<file path="src/rtl/mem_pkg.sv">
// Shared types and constants for the unified-memory responder.
// Select tags, FSM state encoding and default widths live here.
package mem_pkg;

  localparam int DEF_ADDR_WIDTH = 5;
  localparam int DEF_DATA_WIDTH = 32;
  localparam int DEF_LATENCY    = 2;
  localparam int CNT_WIDTH      = 4;

  localparam logic SEL_INST = 1'b0;
  localparam logic SEL_OP   = 1'b1;

  typedef enum logic [1:0] {
    IDLE = 2'd0,
    WAIT = 2'd1,
    RESP = 2'd2
  } state_t;

  // Counter start value so that LATENCY wait cycles are spent in WAIT.
  function automatic logic [CNT_WIDTH-1:0] wait_load(input int latency);
    return (latency > 0) ? CNT_WIDTH'(latency - 1) : '0;
  endfunction

endpackage

</file>
<file path="src/rtl/shared_mem_responder_if.sv">
// Request/response bus between the core's address mux and the shared memory.
// Both channels use valid/ready: a transfer happens on a rising edge where
// valid and ready are both high; the sender holds its payload stable while
// valid is high and ready is low.
interface shared_mem_responder_if
  import mem_pkg::*;
#(
  parameter int ADDR_WIDTH = DEF_ADDR_WIDTH,
  parameter int DATA_WIDTH = DEF_DATA_WIDTH
);

  logic                  req_valid;
  logic                  req_ready;
  logic                  req_sel;
  logic [ADDR_WIDTH-1:0] req_addr;
  logic                  req_we;
  logic [DATA_WIDTH-1:0] req_wdata;

  logic                  resp_valid;
  logic                  resp_ready;
  logic [DATA_WIDTH-1:0] resp_data;
  logic                  resp_sel;
  logic                  resp_err;

  modport master (
    output req_valid, req_sel, req_addr, req_we, req_wdata, resp_ready,
    input  req_ready, resp_valid, resp_data, resp_sel, resp_err
  );

  modport slave (
    input  req_valid, req_sel, req_addr, req_we, req_wdata, resp_ready,
    output req_ready, resp_valid, resp_data, resp_sel, resp_err
  );

endinterface

</file>
<file path="src/rtl/mem_array.sv">
// Register-file storage: one synchronous write port, one asynchronous read
// port, every word cleared by the asynchronous active-low reset.
module mem_array
  import mem_pkg::*;
#(
  parameter int ADDR_WIDTH = DEF_ADDR_WIDTH,
  parameter int DATA_WIDTH = DEF_DATA_WIDTH
) (
  input  logic                  clk,
  input  logic                  rst_n,
  input  logic                  we,
  input  logic [ADDR_WIDTH-1:0] waddr,
  input  logic [DATA_WIDTH-1:0] wdata,
  input  logic [ADDR_WIDTH-1:0] raddr,
  output logic [DATA_WIDTH-1:0] rdata
);

  localparam int DEPTH = 1 << ADDR_WIDTH;

  logic [DATA_WIDTH-1:0] mem_q [DEPTH];
  logic [DATA_WIDTH-1:0] mem_d [DEPTH];

  always_comb begin
    mem_d = mem_q;
    if (we) begin
      mem_d[waddr] = wdata;
    end
  end

  always_ff @(posedge clk or negedge rst_n) begin
    if (!rst_n) begin
      for (int i = 0; i < DEPTH; i++) begin
        mem_q[i] <= '0;
      end
    end else begin
      mem_q <= mem_d;
    end
  end

  assign rdata = mem_q[raddr];

endmodule

</file>
<file path="src/rtl/shared_mem_responder.sv">
// Unified instruction/operand memory responder: one outstanding request,
// LATENCY wait states, then a registered response held until accepted.
module shared_mem_responder
  import mem_pkg::*;
#(
  parameter int ADDR_WIDTH = DEF_ADDR_WIDTH,
  parameter int DATA_WIDTH = DEF_DATA_WIDTH,
  parameter int LATENCY    = DEF_LATENCY
) (
  input  logic                    clk,
  input  logic                    rst_n,
  shared_mem_responder_if.slave   bus,
  output state_t                  dbg_state
);

  localparam logic [CNT_WIDTH-1:0] CNT_LOAD = wait_load(LATENCY);

  state_t                 state_q, state_d;
  logic [CNT_WIDTH-1:0]   cnt_q, cnt_d;
  logic [ADDR_WIDTH-1:0]  addr_q, addr_d;
  logic                   sel_q, sel_d;
  logic                   we_q, we_d;
  logic [DATA_WIDTH-1:0]  wdata_q, wdata_d;
  logic [DATA_WIDTH-1:0]  resp_data_q, resp_data_d;
  logic                   resp_sel_q, resp_sel_d;
  logic                   resp_err_q, resp_err_d;
  logic                   req_ready_q, req_ready_d;
  logic                   resp_valid_q, resp_valid_d;

  logic [ADDR_WIDTH-1:0]  cur_addr;
  logic                   cur_sel;
  logic                   cur_we;
  logic [DATA_WIDTH-1:0]  cur_wdata;
  logic                   enter_resp;
  logic                   legal_wr;
  logic                   mem_we;
  logic [DATA_WIDTH-1:0]  mem_rdata;

  mem_array #(
    .ADDR_WIDTH (ADDR_WIDTH),
    .DATA_WIDTH (DATA_WIDTH)
  ) u_mem (
    .clk   (clk),
    .rst_n (rst_n),
    .we    (mem_we),
    .waddr (cur_addr),
    .wdata (cur_wdata),
    .raddr (cur_addr),
    .rdata (mem_rdata)
  );

  always_comb begin
    state_d     = state_q;
    cnt_d       = cnt_q;
    addr_d      = addr_q;
    sel_d       = sel_q;
    we_d        = we_q;
    wdata_d     = wdata_q;
    resp_data_d = resp_data_q;
    resp_sel_d  = resp_sel_q;
    resp_err_d  = resp_err_q;
    enter_resp  = 1'b0;
    // With zero wait states the response is built from the live request.
    cur_addr    = addr_q;
    cur_sel     = sel_q;
    cur_we      = we_q;
    cur_wdata   = wdata_q;

    unique case (state_q)
      IDLE: begin
        cur_addr  = bus.req_addr;
        cur_sel   = bus.req_sel;
        cur_we    = bus.req_we;
        cur_wdata = bus.req_wdata;
        if (bus.req_valid) begin
          addr_d  = bus.req_addr;
          sel_d   = bus.req_sel;
          we_d    = bus.req_we;
          wdata_d = bus.req_wdata;
          cnt_d   = CNT_LOAD;
          if (LATENCY == 0) begin
            state_d    = RESP;
            enter_resp = 1'b1;
          end else begin
            state_d = WAIT;
          end
        end
      end
      WAIT: begin
        if (cnt_q == '0) begin
          state_d    = RESP;
          enter_resp = 1'b1;
        end else begin
          cnt_d = cnt_q - 1'b1;
        end
      end
      RESP: begin
        if (bus.resp_ready) begin
          state_d = IDLE;
        end
      end
      default: state_d = IDLE;
    endcase

    // Writes commit on the RESP entry edge, so a reset in WAIT drops them.
    legal_wr = cur_we && (cur_sel == SEL_OP);
    mem_we   = enter_resp && legal_wr;
    if (enter_resp) begin
      resp_data_d = legal_wr ? cur_wdata : mem_rdata;
      resp_sel_d  = cur_sel;
      resp_err_d  = cur_we && (cur_sel == SEL_INST);
    end

    req_ready_d  = (state_d == IDLE);
    resp_valid_d = (state_d == RESP);
  end

  always_ff @(posedge clk or negedge rst_n) begin
    if (!rst_n) begin
      state_q      <= IDLE;
      cnt_q        <= '0;
      addr_q       <= '0;
      sel_q        <= 1'b0;
      we_q         <= 1'b0;
      wdata_q      <= '0;
      resp_data_q  <= '0;
      resp_sel_q   <= 1'b0;
      resp_err_q   <= 1'b0;
      req_ready_q  <= 1'b1;
      resp_valid_q <= 1'b0;
    end else begin
      state_q      <= state_d;
      cnt_q        <= cnt_d;
      addr_q       <= addr_d;
      sel_q        <= sel_d;
      we_q         <= we_d;
      wdata_q      <= wdata_d;
      resp_data_q  <= resp_data_d;
      resp_sel_q   <= resp_sel_d;
      resp_err_q   <= resp_err_d;
      req_ready_q  <= req_ready_d;
      resp_valid_q <= resp_valid_d;
    end
  end

  assign bus.req_ready  = req_ready_q;
  assign bus.resp_valid = resp_valid_q;
  assign bus.resp_data  = resp_data_q;
  assign bus.resp_sel   = resp_sel_q;
  assign bus.resp_err   = resp_err_q;
  assign dbg_state      = state_q;

endmodule
</file>
<file path="src/flat_wrapper.sv">
// flat-port wrapper written by rule: the top's interface ports become plain ports
module shared_mem_responder_flat import mem_pkg::*;
#(
  parameter int ADDR_WIDTH = DEF_ADDR_WIDTH,
  parameter int DATA_WIDTH = DEF_DATA_WIDTH,
  parameter int LATENCY    = DEF_LATENCY
)
  (clk, rst_n, dbg_state, bus_req_valid, bus_req_sel, bus_req_addr, bus_req_we, bus_req_wdata, bus_resp_ready, bus_req_ready, bus_resp_valid, bus_resp_data, bus_resp_sel, bus_resp_err);
  shared_mem_responder_if #(.ADDR_WIDTH(ADDR_WIDTH), .DATA_WIDTH(DATA_WIDTH)) bus_i ();
  input  logic clk;
  input  logic rst_n;
  output state_t dbg_state;
  input wire logic [$bits(bus_i.req_valid)-1:0] bus_req_valid;
  input wire logic [$bits(bus_i.req_sel)-1:0] bus_req_sel;
  input wire logic [$bits(bus_i.req_addr)-1:0] bus_req_addr;
  input wire logic [$bits(bus_i.req_we)-1:0] bus_req_we;
  input wire logic [$bits(bus_i.req_wdata)-1:0] bus_req_wdata;
  input wire logic [$bits(bus_i.resp_ready)-1:0] bus_resp_ready;
  output wire logic [$bits(bus_i.req_ready)-1:0] bus_req_ready;
  output wire logic [$bits(bus_i.resp_valid)-1:0] bus_resp_valid;
  output wire logic [$bits(bus_i.resp_data)-1:0] bus_resp_data;
  output wire logic [$bits(bus_i.resp_sel)-1:0] bus_resp_sel;
  output wire logic [$bits(bus_i.resp_err)-1:0] bus_resp_err;
  assign bus_i.req_valid = bus_req_valid;
  assign bus_i.req_sel = bus_req_sel;
  assign bus_i.req_addr = bus_req_addr;
  assign bus_i.req_we = bus_req_we;
  assign bus_i.req_wdata = bus_req_wdata;
  assign bus_i.resp_ready = bus_resp_ready;
  assign bus_req_ready = bus_i.req_ready;
  assign bus_resp_valid = bus_i.resp_valid;
  assign bus_resp_data = bus_i.resp_data;
  assign bus_resp_sel = bus_i.resp_sel;
  assign bus_resp_err = bus_i.resp_err;
  shared_mem_responder #(.ADDR_WIDTH(ADDR_WIDTH), .DATA_WIDTH(DATA_WIDTH), .LATENCY(LATENCY)) u_core (.clk(clk), .rst_n(rst_n), .bus(bus_i), .dbg_state(dbg_state));
endmodule
</file>
<file path="config.mk">
export PLATFORM = sky130hd
export DESIGN_NAME = shared_mem_responder_flat
export DESIGN_NICKNAME = d
export VERILOG_FILES = /design/src/rtl/mem_pkg.sv /design/src/rtl/shared_mem_responder_if.sv /design/src/rtl/mem_array.sv /design/src/rtl/shared_mem_responder.sv /design/src/flat_wrapper.sv
export SDC_FILE = /design/constraint.sdc
export NUM_CORES = 2
export LEC_CHECK = 0
export CAP_MARGIN = 40
export CELL_PAD_IN_SITES_DETAIL_PLACEMENT = 2
export CELL_PAD_IN_SITES_GLOBAL_PLACEMENT = 2
export CORE_ASPECT_RATIO = 1.5
export CORE_MARGIN = 3
export CORE_UTILIZATION = 39
export CTS_CLUSTER_DIAMETER = 120
export DETAILED_ROUTE_END_ITERATION = 10
export PLACE_DENSITY = 0.74
export SYNTH_ARGS = -nofsm -noshare
export SYNTH_HDL_FRONTEND = slang
export SYNTH_HIERARCHICAL = 1
export SYNTH_SLANG_ARGS = --single-unit
</file>
<file path="constraint.sdc">
create_clock -name clk -period 3.7 [get_ports clk]
set_input_delay 0.925 -clock clk [delete_from_list [all_inputs] [get_ports clk]]
set_output_delay 0.925 -clock clk [all_outputs]
set_load 0.005 [all_outputs]
</file>
==> impl_metrics.toml <==
[final_layout]
fin_util = 0.4565
syn_to_final_growth_pct = 16.03
drive_gt1_frac = 0.3824
nFillCells = 12550
instances_no_fill = 5790
final_nets = 4008

[logic_synthesis]
synth_top_family_by_area = "multiplexers"
synth-async-reset-ratio = 1.000
syn-cell-area_sq_um = 51830
yosys-mux-area-fraction = 0.3309
synthCells = 3855
synth_fa_ha_area_frac = 0.0004828
synth_edf_count = 0
yosysTopAreaCellShare = 0.5330
ys_types = 49
syn_nets = 3900
seq_area_frac_synth = 0.5335
synth-seq-cells = 1105
synth_top_area_cell = "dfrtp_1"
synth-xor-area-share = 0
yosys_most_used_dff = "dfrtp_1"
synth_compound_area_frac = 0.06187
yosysWarnings = 6
synth.most_common_cell = "dfrtp_1"
synth.avg_cell_area_sq_um = 13.44
synth-simple-area-share = 0.03363
yosys-top-cells-area = "dfrtp_1 53%, mux2_2 22%, mux2i_1 9.9%, a22oi_1 1.4%, buf_6 1.3%"
ys_top_cells_by_count = "1104 x dfrtp_1, 1029 x mux2_2, 513 x mux2i_1"

[pwr]
power.leakage_nw = 29.75
irDropWorstVdd_uv = 909.6
p_per_area_nw_per_um2 = 806.5
power_mw = 48.50

[detailed_routing]
top_layer_used = "met5"
drtAntennaViolNets = 0
post_drt_wl_per_cell_um = 31.11
vias_per_cell = 5.857
dr_wl_met3_um = 6374
drc = 0
wl_met2_um = 92710
first_pass_iters = 6
routed-via-count = 33910
wl_met1_um = 73110
drt_iter0_markers = 1993
routed_wl_um = 180100

[cts]
numCtsBuffers = 106
cts_resized = 0
cts_hold_buf = 0
clk_pin_slew_worst_paths_ns = 0.07
cts_root_buffer = "clkbuf_16"
post_cts.repair.setup_buffers = 0
cts_tree = "yes"
clockBufferDepth = 3
clkLatencyLatePin_ns = 0.74
cts.sink_count = 1105
cts.htree.levels = 3

[timing]
worstMarginPinSlew_ns = 1.003
period_share = 0.8743
drv_slew = 0
fmax_ghz = 0.3091
rsz0062_at_grt = "false"
setup_viol = 0
finClkSkew_ns = 0.03158
relSlewSlack = 0.3310
finalSetupTns_ns = 0
min_period_ns = 3.235
worst_hold_slack_ns = 0.1994
hold_viol = 0

[place]
numPortBuffers = 80
dp_hpwl_um = 112600
globalplace.congestion = 0.7740
placed_cells = 5585

[floorplanning]
num_io_pins = 81
initial_core_util = 0.3934
std_cell_rows = 163
die_h_um = 452.5
die_w_um = 303.7
die_area_sq_um = 137400
core_area_sq_um = 131700

[job]
maxCapViolations = 0

[global_routing]
antenna_found_initial = 2
grt_pass1_vias = 39280
gr-total-overflow = 0
grtUsageTotal = 0.2601
grt_max_degree = 95
grt_pass1_wl_um = 270100

[worst_setup_path]
critPathMaxStageDelay_ns = 0.42
criticalPathCategory = "reg2reg"
crit_family = "simple AND/OR/NAND/NOR gates"
cpMaxStageDelayCell = "dfrtp_1"
crit_arrival_ns = 3.84
worstPathCellList = "inv_1 -> ha_1 -> or3b_1 -> or2_2 -> a21oi_1 -> buf_4 -> nand2_1 -> or2_2 -> nor2_4 -> buf_12 -> mux2_2"
endpoint_kind = "flop"
crit_fanout = 14
critPathLaunchType = "flop"
crit_required_ns = 4.30
path_buf_inv = 3
cp_common_cell = "or2_2"

[worst_hold_path]
hold_class = "in2async"

[status]
status = "complete, no violations"
## where the power goes
group          internal, mW  leakage (nW)  total (mW)  switching [mW]
sequential             13.9          15.3        15.0            1.17
clock                  6.78          1.84        11.7            4.94
combinational          8.34          12.6        21.7            13.4
## final cells by class
class / instances / area, sq um / area share
antenna: 5 / 12.51 / 0.0002080
clock buffer: 154 / 3126 / 0.05197
clock inverter: 44 / 603.1 / 0.01003
inverter: 4 / 15.01 / 0.0002497
multi-input combinational: 2382 / 22260 / 0.3701
sequential: 1105 / 27660 / 0.4598
tap: 1732 / 2167 / 0.03603
timing repair buffer: 364 / 4304 / 0.07157
## final timing paths
path                                               startpoint  slack [ns]  cells after the start                                   to
setup / recovery                  u_core/cnt_q[0]$_DFFE_PN0P_        0.47                     11  u_core/u_mem/mem_q[564]$_DFFE_PN0P_
max in group asynchronous                               rst_n        2.30                      3       u_core/bus.req_ready$_DFF_PN1_
hold / removal                                          rst_n        0.20                      1  u_core/u_mem/mem_q[945]$_DFFE_PN0P_
setup reg to reg                  u_core/cnt_q[0]$_DFFE_PN0P_        0.47                     11  u_core/u_mem/mem_q[564]$_DFFE_PN0P_
min in group clk           u_core/u_mem/mem_q[18]$_DFFE_PN0P_        0.49                      1   u_core/u_mem/mem_q[18]$_DFFE_PN0P_
hold reg to reg            u_core/u_mem/mem_q[18]$_DFFE_PN0P_        0.49                      1   u_core/u_mem/mem_q[18]$_DFFE_PN0P_
## cell usage in the layout, fill, tap and decap left out, types with 34 or more instances in the layout
master           instances
clkbuf_16              108
a21oi_1                100
clkdlybuf4s50_1         79
o21ai_0                 34
a22o_1                  64
mux2_1                  38
dfrtp_1               1102
buf_12                  97
a22oi_1                 96
mux2i_1                513
nor3_1                  65
mux2_2                1028
nand2_1                109
nand3_1                 98
buf_4                  177
## metal layers
layer / vias up / GRT usage
met5: - / 0
met4: 2 / 0.1120
met3: 368 / 0.03044
met2: 762 / 0.4666
met1: 18520 / 0.3148
li1: 14260 / -
## flip-flops by register name, indices dropped and copies added (netlist names)
name and cells:
u_core/bus.resp_sel 1, u_core/addr_q 5, u_core/sel_q 1, u_core/dbg_state 2, u_core/bus.resp_data 32, u_core/bus.resp_valid 1
u_core/u_mem/mem_q 1024, u_core/we_q 1, u_core/cnt_q 4, u_core/bus.req_ready 1, u_core/wdata_q 32, u_core/bus.resp_err 1
## through the flow
stage	cell area, sq um	setup slack, ns
floorplan	51830	0.7004
global placement	56170	-0.07088
detailed placement	56370	-0.1425
CTS	60100	0.4384
global route	60130	0.2315
finish	60140	0.4651
## worst reg2reg max path: stages, from the launching register on
cell	delay, ns
dfrtp_1	0.42
inv_1	0.11
ha_1	0.15
or3b_1	0.36
or2_2	0.30
a21oi_1	0.13
buf_4	0.23
nand2_1	0.12
or2_2	0.40
nor2_4	0.31
buf_12	0.22
mux2_2	0.38
## kinds of logic (layout without fill, tap and decap cells)
kind of cell | after synthesis | after routing
DFF | 1105 | 1105
and+or+nand+nor | 341 | 341
muxes | 1580 | 1580
other | 0 | 5
AOI/OAI and AO/OA | 459 | 459
adders and majority gates | 2 | 2
buffers and inverters | 368 | 566
Power figures use the tool's default switching activity.
